## config.mk

```make
export PLATFORM = sky130hd
export DESIGN_NAME = mod_type_detector
export DESIGN_NICKNAME = d
export VERILOG_FILES = /design/src/rtl/mod_type_detector.sv
export SDC_FILE = /design/constraint.sdc
export NUM_CORES = 1
export LEC_CHECK = 0
export CAP_MARGIN = 40
export CORE_UTILIZATION = 45
export DETAILED_ROUTE_END_ITERATION = 12
export SYNTH_ARGS = -nofsm -noshare
export SYNTH_HDL_FRONTEND = slang
export SYNTH_SLANG_ARGS = --single-unit
```

## constraint.sdc

```tcl
create_clock -name clk -period 5 [get_ports clk]
set_input_delay 1 -clock clk [delete_from_list [all_inputs] [get_ports clk]]
set_output_delay 1 -clock clk [all_outputs]
set_load 0.005 [all_outputs]
```

## src/rtl/mod_type_detector.sv

```systemverilog
// mod_type_detector: classifies the ADC stream per measurement window as AM,
// ASK or unmodulated carrier (CW), filters the decision with hysteresis and
// computes the AM modulation depth in percent with a restoring divider.
// A window is SUBWIN*NSUB accepted samples; statistics run one accepted
// sample behind the input because they use the registered rectifier output.
module mod_type_detector #(
    parameter int ADC_W  = 10,
    parameter int SUBWIN = 64,
    parameter int NSUB   = 156,
    parameter int LOW_TH = 10,
    parameter int ASK_TH = 2000,
    parameter int CW_TH  = 8,
    parameter int HYST   = 2
) (
    input  logic             clk,
    input  logic             rst_n,
    input  logic             sample_en,
    input  logic [ADC_W-1:0] ad_data,
    output logic [1:0]       type_out,
    output logic             type_valid,
    output logic             type_changed,
    output logic             win_done,
    output logic [ADC_W-2:0] env_max,
    output logic [ADC_W-2:0] env_min,
    output logic [6:0]       depth_pct,
    output logic             depth_valid
);

    localparam int MW  = ADC_W - 1;                     // magnitude width
    localparam int LCW = $clog2(SUBWIN * NSUB + 1);     // low-sample counter
    localparam int SCW = (SUBWIN > 1) ? $clog2(SUBWIN) : 1;
    localparam int BCW = $clog2(NSUB);
    localparam int NW  = ADC_W + 7;                     // dividend / quotient bits
    localparam int DCW = $clog2(NW + 1);
    localparam int STW = $clog2(HYST + 1);
    localparam logic [MW-1:0] MAG_MAX = {MW{1'b1}};
    localparam logic [ADC_W:0] MID_C  = {2'b01, {(ADC_W-1){1'b0}}};

    typedef enum logic [1:0] {
        T_NONE = 2'b00,
        T_AM   = 2'b01,
        T_ASK  = 2'b10,
        T_CW   = 2'b11
    } mod_type_e;

    // Stage 1 signals
    logic signed [ADC_W:0] centered_s;
    logic [ADC_W:0]        abs_s;
    logic [MW-1:0]         rect_s;
    logic [MW-1:0]         rect_r;
    logic                  s1_vld_r;

    // Window statistics
    logic [MW-1:0]  sub_peak_r, win_max_r, win_min_r;
    logic [LCW-1:0] low_cnt_r, low_fin_r;
    logic [SCW-1:0] sub_cnt_r;
    logic [BCW-1:0] blk_cnt_r;
    logic [MW-1:0]  peak_now_s, wmax_next_s, wmin_next_s;
    logic [LCW-1:0] low_next_s;
    logic           low_hit_s, sub_last_s, win_last_s;

    // Decision and hysteresis
    logic [MW-1:0]  diff_s;
    mod_type_e      cand_s, prev_cand_r;
    logic [1:0]     type_nx_s;
    logic           changed_nx_s;
    logic [STW-1:0] streak_r, streak_nx_s, run_s;

    // Divider
    logic [NW-1:0]    num_s, q_in_s, q_out_s, div_q_r;
    logic [ADC_W-1:0] den_s, den_in_s, rem_in_s, rem_out_s, div_rem_r, div_den_r;
    logic [ADC_W:0]   rem_sh_s;
    logic             q_bit_s, div_busy_r;
    logic [DCW-1:0]   div_cnt_r;
    logic [6:0]       clip_s;

    // Center the offset-binary sample and rectify with saturation
    always_comb begin
        centered_s = $signed({1'b0, ad_data}) - $signed(MID_C);
        if (centered_s[ADC_W]) begin
            abs_s = $unsigned(-centered_s);
        end else begin
            abs_s = $unsigned(centered_s);
        end
        if (abs_s > {2'b00, MAG_MAX}) begin
            rect_s = MAG_MAX;
        end else begin
            rect_s = abs_s[MW-1:0];
        end
    end

    // Stage-1 register: capture rectified magnitude of each accepted sample
    always_ff @(posedge clk or negedge rst_n) begin
        if (!rst_n) begin
            rect_r   <= {MW{1'b0}};
            s1_vld_r <= 1'b0;
        end else begin
            s1_vld_r <= sample_en;
            if (sample_en) begin
                rect_r <= rect_s;
            end
        end
    end

    // Per-sample statistic updates including the current stage-1 sample
    always_comb begin
        low_hit_s   = (int'(rect_r) < LOW_TH);
        low_next_s  = low_cnt_r + LCW'(low_hit_s);
        peak_now_s  = (rect_r > sub_peak_r) ? rect_r : sub_peak_r;
        wmax_next_s = (peak_now_s > win_max_r) ? peak_now_s : win_max_r;
        wmin_next_s = (peak_now_s < win_min_r) ? peak_now_s : win_min_r;
        sub_last_s  = (sub_cnt_r == SCW'(SUBWIN - 1));
        win_last_s  = sub_last_s && (blk_cnt_r == BCW'(NSUB - 1));
    end

    // Window accumulators and sub-block / window position counters
    always_ff @(posedge clk or negedge rst_n) begin
        if (!rst_n) begin
            low_cnt_r  <= {LCW{1'b0}};
            sub_peak_r <= {MW{1'b0}};
            win_max_r  <= {MW{1'b0}};
            win_min_r  <= MAG_MAX;
            sub_cnt_r  <= {SCW{1'b0}};
            blk_cnt_r  <= {BCW{1'b0}};
        end else if (s1_vld_r) begin
            if (win_last_s) begin
                low_cnt_r  <= {LCW{1'b0}};
                sub_peak_r <= {MW{1'b0}};
                win_max_r  <= {MW{1'b0}};
                win_min_r  <= MAG_MAX;
                sub_cnt_r  <= {SCW{1'b0}};
                blk_cnt_r  <= {BCW{1'b0}};
            end else begin
                low_cnt_r <= low_next_s;
                if (sub_last_s) begin
                    sub_peak_r <= {MW{1'b0}};
                    sub_cnt_r  <= {SCW{1'b0}};
                    blk_cnt_r  <= blk_cnt_r + BCW'(1'b1);
                    win_max_r  <= wmax_next_s;
                    win_min_r  <= wmin_next_s;
                end else begin
                    sub_peak_r <= peak_now_s;
                    sub_cnt_r  <= sub_cnt_r + SCW'(1'b1);
                end
            end
        end
    end

    // Window-end snapshot: pulse win_done and publish the finished envelope
    always_ff @(posedge clk or negedge rst_n) begin
        if (!rst_n) begin
            win_done  <= 1'b0;
            env_max   <= {MW{1'b0}};
            env_min   <= {MW{1'b0}};
            low_fin_r <= {LCW{1'b0}};
        end else if (s1_vld_r && win_last_s) begin
            win_done  <= 1'b1;
            env_max   <= wmax_next_s;
            env_min   <= wmin_next_s;
            low_fin_r <= low_next_s;
        end else begin
            win_done <= 1'b0;
        end
    end

    // Raw window decision and hysteresis next state
    always_comb begin
        diff_s = env_max - env_min;
        if (int'(low_fin_r) > ASK_TH) begin
            cand_s = T_ASK;
        end else if (int'(diff_s) <= CW_TH) begin
            cand_s = T_CW;
        end else begin
            cand_s = T_AM;
        end
        type_nx_s    = type_out;
        changed_nx_s = 1'b0;
        streak_nx_s  = streak_r;
        run_s        = STW'(1'b1);
        if (!type_valid) begin
            type_nx_s    = cand_s;
            changed_nx_s = 1'b1;
            streak_nx_s  = {STW{1'b0}};
        end else if (cand_s == mod_type_e'(type_out)) begin
            streak_nx_s = {STW{1'b0}};
        end else begin
            if (cand_s == prev_cand_r) begin
                run_s = streak_r + STW'(1'b1);
            end else begin
                run_s = STW'(1'b1);
            end
            if (int'(run_s) >= HYST) begin
                type_nx_s    = cand_s;
                changed_nx_s = 1'b1;
                streak_nx_s  = {STW{1'b0}};
            end else begin
                streak_nx_s = run_s;
            end
        end
    end

    // Hysteresis state and decided type, updated once per window
    always_ff @(posedge clk or negedge rst_n) begin
        if (!rst_n) begin
            type_out     <= T_NONE;
            type_valid   <= 1'b0;
            type_changed <= 1'b0;
            streak_r     <= {STW{1'b0}};
            prev_cand_r  <= T_NONE;
        end else if (win_done) begin
            type_out     <= type_nx_s;
            type_valid   <= 1'b1;
            type_changed <= changed_nx_s;
            streak_r     <= streak_nx_s;
            prev_cand_r  <= cand_s;
        end else begin
            type_changed <= 1'b0;
        end
    end

    // One restoring-division step; the first step runs on the win_done cycle
    always_comb begin
        num_s = NW'(diff_s) * NW'(7'd100);
        den_s = {1'b0, env_max} + {1'b0, env_min};
        if (win_done) begin
            q_in_s   = num_s;
            rem_in_s = {ADC_W{1'b0}};
            den_in_s = den_s;
        end else begin
            q_in_s   = div_q_r;
            rem_in_s = div_rem_r;
            den_in_s = div_den_r;
        end
        rem_sh_s = {rem_in_s, q_in_s[NW-1]};
        if (rem_sh_s >= {1'b0, den_in_s}) begin
            rem_out_s = ADC_W'(rem_sh_s - {1'b0, den_in_s});
            q_bit_s   = 1'b1;
        end else begin
            rem_out_s = rem_sh_s[ADC_W-1:0];
            q_bit_s   = 1'b0;
        end
        q_out_s = {q_in_s[NW-2:0], q_bit_s};
        if (q_out_s > NW'(7'd100)) begin
            clip_s = 7'd100;
        end else begin
            clip_s = q_out_s[6:0];
        end
    end

    // Divider sequencing: a new window restarts it, the old result is dropped
    always_ff @(posedge clk or negedge rst_n) begin
        if (!rst_n) begin
            div_busy_r  <= 1'b0;
            div_cnt_r   <= {DCW{1'b0}};
            div_q_r     <= {NW{1'b0}};
            div_rem_r   <= {ADC_W{1'b0}};
            div_den_r   <= {ADC_W{1'b0}};
            depth_pct   <= 7'd0;
            depth_valid <= 1'b0;
        end else if (win_done) begin
            if (den_s == {ADC_W{1'b0}}) begin
                div_busy_r  <= 1'b0;
                depth_pct   <= 7'd0;
                depth_valid <= 1'b1;
            end else begin
                div_busy_r  <= 1'b1;
                div_cnt_r   <= DCW'(NW - 1);
                div_q_r     <= q_out_s;
                div_rem_r   <= rem_out_s;
                div_den_r   <= den_s;
                depth_valid <= 1'b0;
            end
        end else if (div_busy_r) begin
            div_q_r   <= q_out_s;
            div_rem_r <= rem_out_s;
            div_cnt_r <= div_cnt_r - DCW'(1'b1);
            if (div_cnt_r == DCW'(1'b1)) begin
                div_busy_r  <= 1'b0;
                depth_pct   <= clip_s;
                depth_valid <= 1'b1;
            end else begin
                depth_valid <= 1'b0;
            end
        end else begin
            depth_valid <= 1'b0;
        end
    end

endmodule

```

==> reports/results.ini <==
[clocking]
cts_max_level=4
cts_made_buffers=17
path_clk_slew_ns=0.08
cts_tree=done
root_buffer=clkbuf_16
cts_hold_buf=0
cts_buffer_depth=2
clock_latency_ns=0.43
cts.sinks=157

[timing]
period_needed_ns=4.80
layout_setup_ws_ns=0.201
finalHoldViolCount=0
setup_viol=0
worst_slew_pin_slew_ns=0.860
period_share_pct=96.0
slew_violations=0
fmax_mhz=208
maxSlewHeadroom_pct=42.7
fin_skew_ns=0.0233

[critical_path]
critPathMaxFanout=5
cp-start-kind=flip-flop
cp.required_ns=5.30
crit_path_end_kind=flip-flop
arrival_ns=5.10
critPathLaunch=env_max[1]
path_class=reg2reg
rr_startpoint=env_max[1]
r2r_slack_ns=0.20

[drt]
drcViolationCount=0
dr.pass1.iters=5
via_per_inst=5.41
drt_wl_total_um=24000
drt-initial-drc-count=361
postRouteAntennaNets=0
wl_per_cell_um=15.9
vias=8173

[grt]
antenna_found_initial=0
track_usage_pct=21.3
grt_first_pass_wirelength_um=40400
grt.busiest_layer=met2
grt_pass1_vias=8147
use_met2_pct=37.9
groute.layer.met1.usage_pct=26.7
grt-ovfl-total=0
grt_max_degree=87
use_met3_pct=3.35

[floorplan]
die_height_um=153
die_w_um=153
row_count=55
initial_utilization_pct=45.7
fp.coreArea_mm2=0.0226
io_pins=44
dieArea_mm2=0.0235

[yosys]
ys_async_sr_fraction_pct=100
syn_area_per_cell_um2=9.11
synth_edf_count=0
synth_ff_type=dfrtp_1
synth_seq_cells=157
yosysSeqAreaShare_pct=38.2
yosysWarnings=0
syn_area_mm2=0.0103
syn_inst=1131
syn-num-nets=1251
yosys.cell_types.count=83

[place]
hpwlAfterDp_um=18000
io_buffer_count=43
place_ws_ns=-0.236
gp_congestion=0.828
placed_cells=1475

[min_path]
hold_class=in2async

[pwr]
finalPower_w=0.00388
peakVddDrop_mv=0.255
leakagePower_nw=5.79
power_density_mw_per_mm2=319

[final_layout]
finalNonFillerCells=1510
insertedDiodeCount=0
syn2layout_area_growth_pct=17.9
final_nets=1332
drive_gt1_share_pct=11.1

[outcome]
outcome=complete, no violations

[flow_run]
maxCapViolCount=0

[metal layers]
layer | vias to the layer above | share of wire [%]
met1 | 3906 | 46
met4 | 0 | 1.5
met3 | 22 | 2.4
met5 | - | 0
met2 | 110 | 50
li1 | 4135 | -
[kinds of logic after synthesis]
logic type,Yosys count,share of synthesized area (%)
multiplexers,47,4.78
buffers and inverters,123,4.82
AND/OR/NAND/NOR,352,15.9
XOR/XNOR,53,4.50
flip-flops,157,38.2
AO/OA/AOI/OAI,292,18.2
adder cells (fa/ha/maj),107,13.5
[critical path, cell delays in order (launching register included)]
cell	delay, ns
dfrtp_1	0.38
ha_1	0.31
nor2b_1	0.13
o21ai_1	0.12
nand2b_1	0.09
a21o_1	0.18
a21o_1	0.19
buf_4	0.14
xnor2_2	0.14
ha_1	0.31
ha_1	0.28
inv_1	0.05
fa_1	0.53
inv_1	0.06
ha_4	0.17
buf_4	0.15
o211ai_1	0.26
a211o_1	0.17
mux2i_1	0.07
a211oi_2	0.23
and4b_1	0.21
nand4_1	0.15
buf_4	0.19
nor2_1	0.09
o21ai_0	0.08
[what timing repair did]
| item | CTS | global route |
|---|---|---|
| pin swaps | 0 | 6 |
| endpoints found under the setup margin | 7 | 7 |
| setup buffers | 0 | 3 |
| gates resized for setup | 5 | 23 |
[final timing paths]
path	to	cells past startpoint
worst max-delay path	depth_pct[5]	24
worst min-delay path	div_cnt_r[2]	1
worst max register to register	depth_pct[5]	24
worst min register to register	div_rem_r[8]	2
max in group asynchronous	env_max[4]	3
min in group clk	div_rem_r[8]	2
[state kept, by name, summed over array words and instances (netlist names), 2 cells and up]
name	count
low_cnt_r	14
div_rem_r	10
env_max	9
win_min_r	9
prev_cand_r	2
depth_pct	7
win_max_r	9
type_out	2
div_q_r	17
low_fin_r	14
div_den_r	10
streak_r	2
sub_peak_r	9
div_cnt_r	5
blk_cnt_r	8
sub_cnt_r	6
env_min	9
rect_r	9
[cell type report]
class / count / area [um^2]
fill: 2100 / 10400
multi-input combinational: 851 / 6040
sequential: 157 / 3940
timing repair buffer: 97 / 857
clock buffer: 17 / 425
tap: 285 / 357
inverter: 88 / 330
clock inverter: 15 / 194
[where the power goes]
part / internal, W / switching, W
combinational: 0.000471 / 0.000644
sequential: 0.00135 / 0.0000578
clock: 0.000723 / 0.000633
[stage by stage]
step	TNS, ns	utilization, %	instance area [um^2]	hold slack, ns
global route	-0.0429	53.8	12100	0.387
detailed placement	-1.37	50.2	11300	0.463
finish	0	53.8	12100	0.400
global placement	-0.863	50.0	11300	0.454
floorplan	0	-	10300	0.441
CTS	0	53.0	12000	0.382
[cells in the final DEF, fill, tap and decap left out, types with 41 or more instances in the layout]
cell type        instances
a21oi_1                 45
ha_1                    96
o21ai_0                102
clkdlybuf4s50_1         42
inv_1                   86
dfrtp_1                147
nor2_1                  64
mux2i_1                 41
buf_4                   53
nand2_1                160
[Yosys cell counts (15+ instances only)]
master	n	share of area (%)
nand2_1	160	5.8
dfrtp_1	148	36
o21ai_0	106	5.1
ha_1	100	12
inv_1	86	3.1
nor2_1	65	2.4
a21oi_1	46	2.2
xnor2_1	44	3.7
mux2i_1	41	4.0
nor2b_1	21	1.3
clkbuf_1	20	0.73
and3_1	18	1.1
o21ai_1	17	0.83
a21o_1	16	1.2
nand3_1	15	0.73
Power figures use the tool's default switching activity.
